==> config.mk <==
export PLATFORM = sky130hd
export DESIGN_NAME = wb_store_queue
export DESIGN_NICKNAME = d
export VERILOG_FILES = /design/src/rtl/wb_store_queue.sv
export SDC_FILE = /design/constraint.sdc
export NUM_CORES = 1
export LEC_CHECK = 0
export ABC_AREA = 1
export CORE_MARGIN = 2
export CORE_UTILIZATION = 35
export DETAILED_ROUTE_END_ITERATION = 7
export PLACE_DENSITY = 0.56
export SLEW_MARGIN = 20
export SYNTH_ARGS = -nofsm -noshare
export SYNTH_HDL_FRONTEND = slang
export SYNTH_SLANG_ARGS = --single-unit
==> constraint.sdc <==
create_clock -name clk -period 2.9 [get_ports clk]
set_clock_uncertainty 0.2 [all_clocks]
set_input_delay 0.58 -clock clk [delete_from_list [all_inputs] [get_ports clk]]
set_output_delay 0.58 -clock clk [all_outputs]
set_load 0.01 [all_outputs]
==> src/rtl/wb_store_queue.sv <==
`default_nettype none
//==============================================================================
// Module   : wb_store_queue
// Purpose  : In-order write-back store queue draining committed stores to the
//            data cache over req/ack; optional load-overlap probe enabled by
//            the WBAQ_LD_PROBE_EN macro.
// Revision : 1.0 - initial release
//==============================================================================
module wb_store_queue #(
    parameter int DEPTH = 8,
    parameter int AW    = 32,
    parameter int DW    = 64,
    parameter int CW    = 4
) (
    input  logic          clk,
    input  logic          rst,
    input  logic          wr_valid,
    input  logic [AW-1:0] wr_addr,
    input  logic [DW-1:0] wr_data,
    input  logic [1:0]    wr_size,
    output logic          full,
    output logic          empty,
    output logic [CW-1:0] count,
    output logic          overflow,
    output logic          dc_req,
    output logic [AW-1:0] dc_addr,
    output logic [DW-1:0] dc_data,
    output logic [1:0]    dc_size,
    input  logic          dc_ack,
    input  logic          ld_probe_valid,
    input  logic [AW-1:0] ld_probe_addr,
    input  logic [1:0]    ld_probe_size,
    output logic          ld_probe_hit
);

    localparam int          PW        = $clog2(DEPTH);
    localparam logic [CW-1:0] C_DEPTH = CW'(DEPTH);

    logic [AW-1:0] addr_q [DEPTH];
    logic [DW-1:0] data_q [DEPTH];
    logic [1:0]    size_q [DEPTH];

    logic [PW-1:0] head_q, head_d;
    logic [PW-1:0] tail_q, tail_d;
    logic [CW-1:0] count_q, count_d;
    logic          overflow_q, overflow_d;

    logic w_full, w_empty, w_push, w_pop;

    assign w_full  = (count_q == C_DEPTH);
    assign w_empty = (count_q == '0);
    assign w_push  = wr_valid & ~w_full;
    assign w_pop   = ~w_empty & dc_ack;

    always_comb begin
        head_d     = head_q;
        tail_d     = tail_q;
        count_d    = count_q;
        overflow_d = overflow_q | (wr_valid & w_full);
        if (w_push) begin
            tail_d = tail_q + PW'(1);
        end
        if (w_pop) begin
            head_d = head_q + PW'(1);
        end
        case ({w_push, w_pop})
            2'b10:   count_d = count_q + CW'(1);
            2'b01:   count_d = count_q - CW'(1);
            default: count_d = count_q;
        endcase
    end

    always_ff @(posedge clk or negedge rst) begin
        if (!rst) begin
            head_q     <= '0;
            tail_q     <= '0;
            count_q    <= '0;
            overflow_q <= 1'b0;
        end else begin
            head_q     <= head_d;
            tail_q     <= tail_d;
            count_q    <= count_d;
            overflow_q <= overflow_d;
        end
    end

    generate
        for (genvar i = 0; i < DEPTH; i++) begin : g_slot
            always_ff @(posedge clk or negedge rst) begin
                if (!rst) begin
                    addr_q[i] <= '0;
                    data_q[i] <= '0;
                    size_q[i] <= '0;
                end else if (w_push && (tail_q == PW'(i))) begin
                    addr_q[i] <= wr_addr;
                    data_q[i] <= wr_data;
                    size_q[i] <= wr_size;
                end
            end
        end
    endgenerate

    assign full     = w_full;
    assign empty    = w_empty;
    assign count    = count_q;
    assign overflow = overflow_q;
    assign dc_req   = ~w_empty;
    assign dc_addr  = addr_q[head_q];
    assign dc_data  = data_q[head_q];
    assign dc_size  = size_q[head_q];

`ifdef WBAQ_LD_PROBE_EN
    // Inclusive end of a byte span, one bit wider than the address so it never wraps.
    function automatic logic [AW:0] span_end(input logic [AW-1:0] a, input logic [1:0] s);
        return {1'b0, a} + (((AW+1)'(1)) << s) - (AW+1)'(1);
    endfunction

    logic [DEPTH-1:0] w_match;
    logic [AW:0]      w_p_start, w_p_end;

    assign w_p_start = {1'b0, ld_probe_addr};
    assign w_p_end   = span_end(ld_probe_addr, ld_probe_size);

    generate
        for (genvar i = 0; i < DEPTH; i++) begin : g_probe
            logic [PW-1:0] w_off;
            logic          w_valid;
            logic [AW:0]   w_e_start, w_e_end;
            // Slot is live when its distance from head is below the registered count.
            assign w_off      = PW'(i) - head_q;
            assign w_valid    = (CW'(w_off) < count_q);
            assign w_e_start  = {1'b0, addr_q[i]};
            assign w_e_end    = span_end(addr_q[i], size_q[i]);
            assign w_match[i] = w_valid & (w_e_start <= w_p_end) & (w_p_start <= w_e_end);
        end
    endgenerate

    assign ld_probe_hit = ld_probe_valid & (|w_match);
`else
    logic w_probe_unused;
    assign w_probe_unused = ^{ld_probe_valid, ld_probe_addr, ld_probe_size};
    assign ld_probe_hit   = 1'b0;
`endif

endmodule
`default_nettype wire

==> flow_summary.rst <==
.. list-table::
   :header-rows: 1

   * - Metric
     - Value
   * - Std-Cell Rows
     - 129
   * - Bufs and invs on worst path
     - 6
   * - Critical Path Fanout Max
     - 5
   * - Peak clock frequency supported by timing
     - 0.303 GHz
   * - Routability Congestion
     - 0.765
   * - Number of buffers inserted by port buffering
     - 207
   * - Placed instance count
     - 7683
   * - Delay-heaviest family, CP
     - buffers and inverters
   * - Slack of the worst reg-to-reg path
     - 0.49 ns
   * - DRT antenna net count
     - 0
   * - Die Height
     - 357 um
   * - Fraction of layout cells with a size suffix above 1
     - 12.8%
   * - Setup violators final
     - 97
   * - Overall track demand over capacity in global routing
     - 23.1%
   * - Total power
     - 66.5 mW
   * - TritonCTS buffer count
     - 95
   * - Violations in the final reports
     - setup timing
   * - Minimum clock period after layout
     - 3.30 ns
   * - Worst path cell trace
     - buf_12 -> buf_16 -> buf_12 -> buf_8 -> clkbuf_16 -> nor2_4 -> nor2_1 -> nand2_1 -> nand2_1 -> nand2_1 -> nand2_2 -> buf_6
   * - Number of fill cells
     - 12623
   * - Area of the multi-input gates
     - 0.0202 mm^2
   * - H-tree lvl count
     - 3
   * - Area contributors post-synth
     - sky130_fd_sc_hd__dfrtp_1 (46%), sky130_fd_sc_hd__nand2_1 (25%), sky130_fd_sc_hd__nand4_1 (11%)
   * - Commonest cells after routing, fill and taps aside
     - sky130_fd_sc_hd__nand2_1 (2788), sky130_fd_sc_hd__dfrtp_1 (790), sky130_fd_sc_hd__nand4_1 (784)
   * - Endpoint kind of the worst setup timing path
     - output port
   * - Drt wl/cell
     - 19.9 um
   * - CP dominant cell by count
     - sky130_fd_sc_hd__nand2_1
   * - Post-Route Hold Slack
     - 0.217 ns
   * - Post-synthesis sequential area ratio
     - 45.7%
   * - Max-cap violation count
     - 0
   * - Root Buffer Master
     - sky130_fd_sc_hd__clkbuf_16
   * - Final Worst Setup Slack
     - -0.403 ns
   * - RSZ-0062 raised after global routing
     - true
   * - Result of the run
     - complete, but fails checks
   * - Area of the mapped netlist
     - 0.0435 mm^2
   * - Horizontal die dimension
     - 357 um
   * - Clock tree buffer depth
     - 3
   * - Critical Path Source Type
     - register
   * - Rel. slew slack
     - 22.8%
   * - Area share of the largest cell type after synthesis
     - 45.7%
   * - Commonest non-fill, non-tap cell in the layout
     - sky130_fd_sc_hd__nand2_1
   * - Post-Place Setup Slack
     - 0.0360 ns
   * - Total leakage power
     - 28.2 nW
   * - Final wirelength
     - 159000 um
   * - Data required time at the worst endpoint
     - 2.12 ns
   * - Number of storage elements in the synthesis netlist
     - 795
   * - First-pass GRT wire length
     - 232000 um
   * - Largest net degree at the start of global routing
     - 214
   * - Total number of yosys warnings
     - 0
   * - Layout overhead on the synthesized area
     - 22.3%
   * - Master of the slowest instance on the critical path
     - sky130_fd_sc_hd__dfrtp_4
   * - Via/cell ratio
     - 5.10
   * - Synthesized area per cell
     - 6.94 um^2
   * - Final net count
     - 6412
   * - Post-Place Cell Area
     - 0.0468 mm^2
   * - Source-to-sink clock delay at the later pin of the worst-skew pair
     - 0.69 ns
   * - Worst vdd ir
     - 0.815 mV
   * - Worst min-delay path category
     - input pin to async pin
   * - Final standard cell utilization of the core
     - 43.1%
   * - Detailed placement HPWL
     - 77200 um
   * - Iteration count of the initial detailed-routing pass
     - 6
   * - Die Outline Area
     - 0.127 mm^2
   * - Synthesized netlist cell count
     - 6271
   * - Total non-filler cell area in the finished layout
     - 0.0532 mm^2
   * - Top-level port count
     - 244
   * - Critical Setup Path Class
     - register to output port
   * - Via count of the first global-routing pass
     - 37750
   * - Crit-path max cell delay
     - 0.52 ns
   * - CTS tree
     - built
   * - Setup TNS
     - -20.72 ns
   * - Yosys top cell by area
     - sky130_fd_sc_hd__dfrtp_1
   * - Distinct cell type count of the synthesized netlist
     - 25
   * - Area taken by flip-flops and latches
     - 0.0199 mm^2
   * - Final hold viol count
     - 0
   * - Detailed Route Iter0 Violations
     - 4052
   * - Ratio of final minimum period to clock period
     - 114%
   * - Antenna violations before repair
     - 13
   * - Finished Layout Cells
     - 7985
   * - Data arrival time of the critical path
     - 2.52 ns
   * - Max Transition Viols Final
     - 0
   * - Worst Tran Pin Value
     - 1.16 ns
   * - Total overflow reported by the global router
     - 0
   * - Power density normalized to cell area
     - 1250 mW/mm^2
   * - Post-Synthesis Net Count
     - 6419
   * - DRC violations left
     - 0
   * - Clk pin slew, worst setup/hold paths
     - 0.06 ns
   * - Initial standard-cell utilization of the core
     - 35.2%
   * - Core ar.
     - 0.124 mm^2
   * - Number of clock sinks seen by CTS
     - 795
   * - Total via count after detailed routing
     - 40737
worst paths after layout:
| check | start | cells past startpoint | end |
|---|---|---|---|
| max in group asynchronous | rst | 4 | data_q[94]$_DFFE_PN0P_ |
| max | head_q[0]$_DFFE_PN0P_ | 12 | dc_data[21] |
| min | rst | 2 | addr_q[140]$_DFFE_PN0P_ |
| max reg2reg | count[3]$_DFFE_PN0P_ | 7 | addr_q[179]$_DFFE_PN0P_ |
| min reg2reg | overflow$_DFF_PN0_ | 1 | overflow$_DFF_PN0_ |
| min in group clk | overflow$_DFF_PN0_ | 1 | overflow$_DFF_PN0_ |
synthesized netlist by cell type, drive strengths merged:
| cell | number |
|---|---|
| o21ai | 4 |
| inv | 413 |
| nand2 | 2865 |
| nor2 | 789 |
| buf | 371 |
| dfrtp | 795 |
| ha | 10 |
| nand3 | 13 |
| xnor2 | 3 |
| or2 | 1 |
| nand4 | 784 |
| xor2 | 2 |
| a21o | 1 |
| clkbuf | 218 |
| fa | 1 |
| conb | 1 |
worst reg2reg max path: stages (launching register included):
cell and delay [ns]:
sky130_fd_sc_hd__dfrtp_1 0.44, sky130_fd_sc_hd__nand3_4 0.17, sky130_fd_sc_hd__buf_4 0.15, sky130_fd_sc_hd__buf_12 0.17, sky130_fd_sc_hd__buf_12 0.29, sky130_fd_sc_hd__buf_12 0.49, sky130_fd_sc_hd__nand4_1 0.29, sky130_fd_sc_hd__nand2_1 0.11
per-layer routing:
layer	vias to the layer above	part of all wire, %	wire [um]	track usage, %
li1	19648	-	-	-
met1	19614	45	71200	32.4
met2	1221	47	74500	37.6
met3	246	5.9	9470	3.00
met4	8	2.5	3960	6.29
met5	-	0.034	54	0
cell type report:
| type | count | area share (%) |
|---|---|---|
| multi-input combinational | 4474 | 37.9 |
| sequential | 795 | 37.4 |
| timing repair buffer | 485 | 11.9 |
| clock buffer | 146 | 5.30 |
| tap | 1637 | 3.85 |
| inverter | 413 | 2.95 |
| clock inverter | 27 | 0.670 |
| antenna | 8 | 0.0376 |
sequential cells by signal, summed over array words and instances, names as in the netlist:
name	count
head_q	3
tail_q	3
size_q	16
overflow	1
data_q	512
count	4
addr_q	256
where the power goes:
group | switching (mW) | total (mW) | internal [mW]
sequential | 2.89 | 18.9 | 16.0
clock | 5.03 | 12.4 | 7.38
combinational | 21.4 | 35.2 | 13.8
total | 29.3 | 66.5 | 37.2
cells by family (layout without fill, tap and decap cells):
group | count (synthesis) | after routing | share of synthesized area (%)
compound gates | 5 | 5 | 0.0632
xor+xnor | 5 | 5 | 0.101
fa+ha+maj | 11 | 11 | 0.333
buf+inv | 1002 | 1071 | 10.6
flops | 795 | 795 | 45.7
other cells | 1 | 9 | 0.00861
simple gates | 4452 | 4452 | 43.2
what timing repair did:
| action | 4_1_cts | 5_1_grt |
|---|---|---|
| hold endpoints to repair | 30 | 0 |
| pin swaps | 4 | 167 |
| hold buffers | 2 | 0 |
| setup buffers | 2 | 62 |
| endpoints found under the setup margin | 99 | 100 |
| gates cloned | 5 | 58 |
| gates resized for setup | 178 | 648 |
No activity file was read; power rests on OpenSTA's default activity.
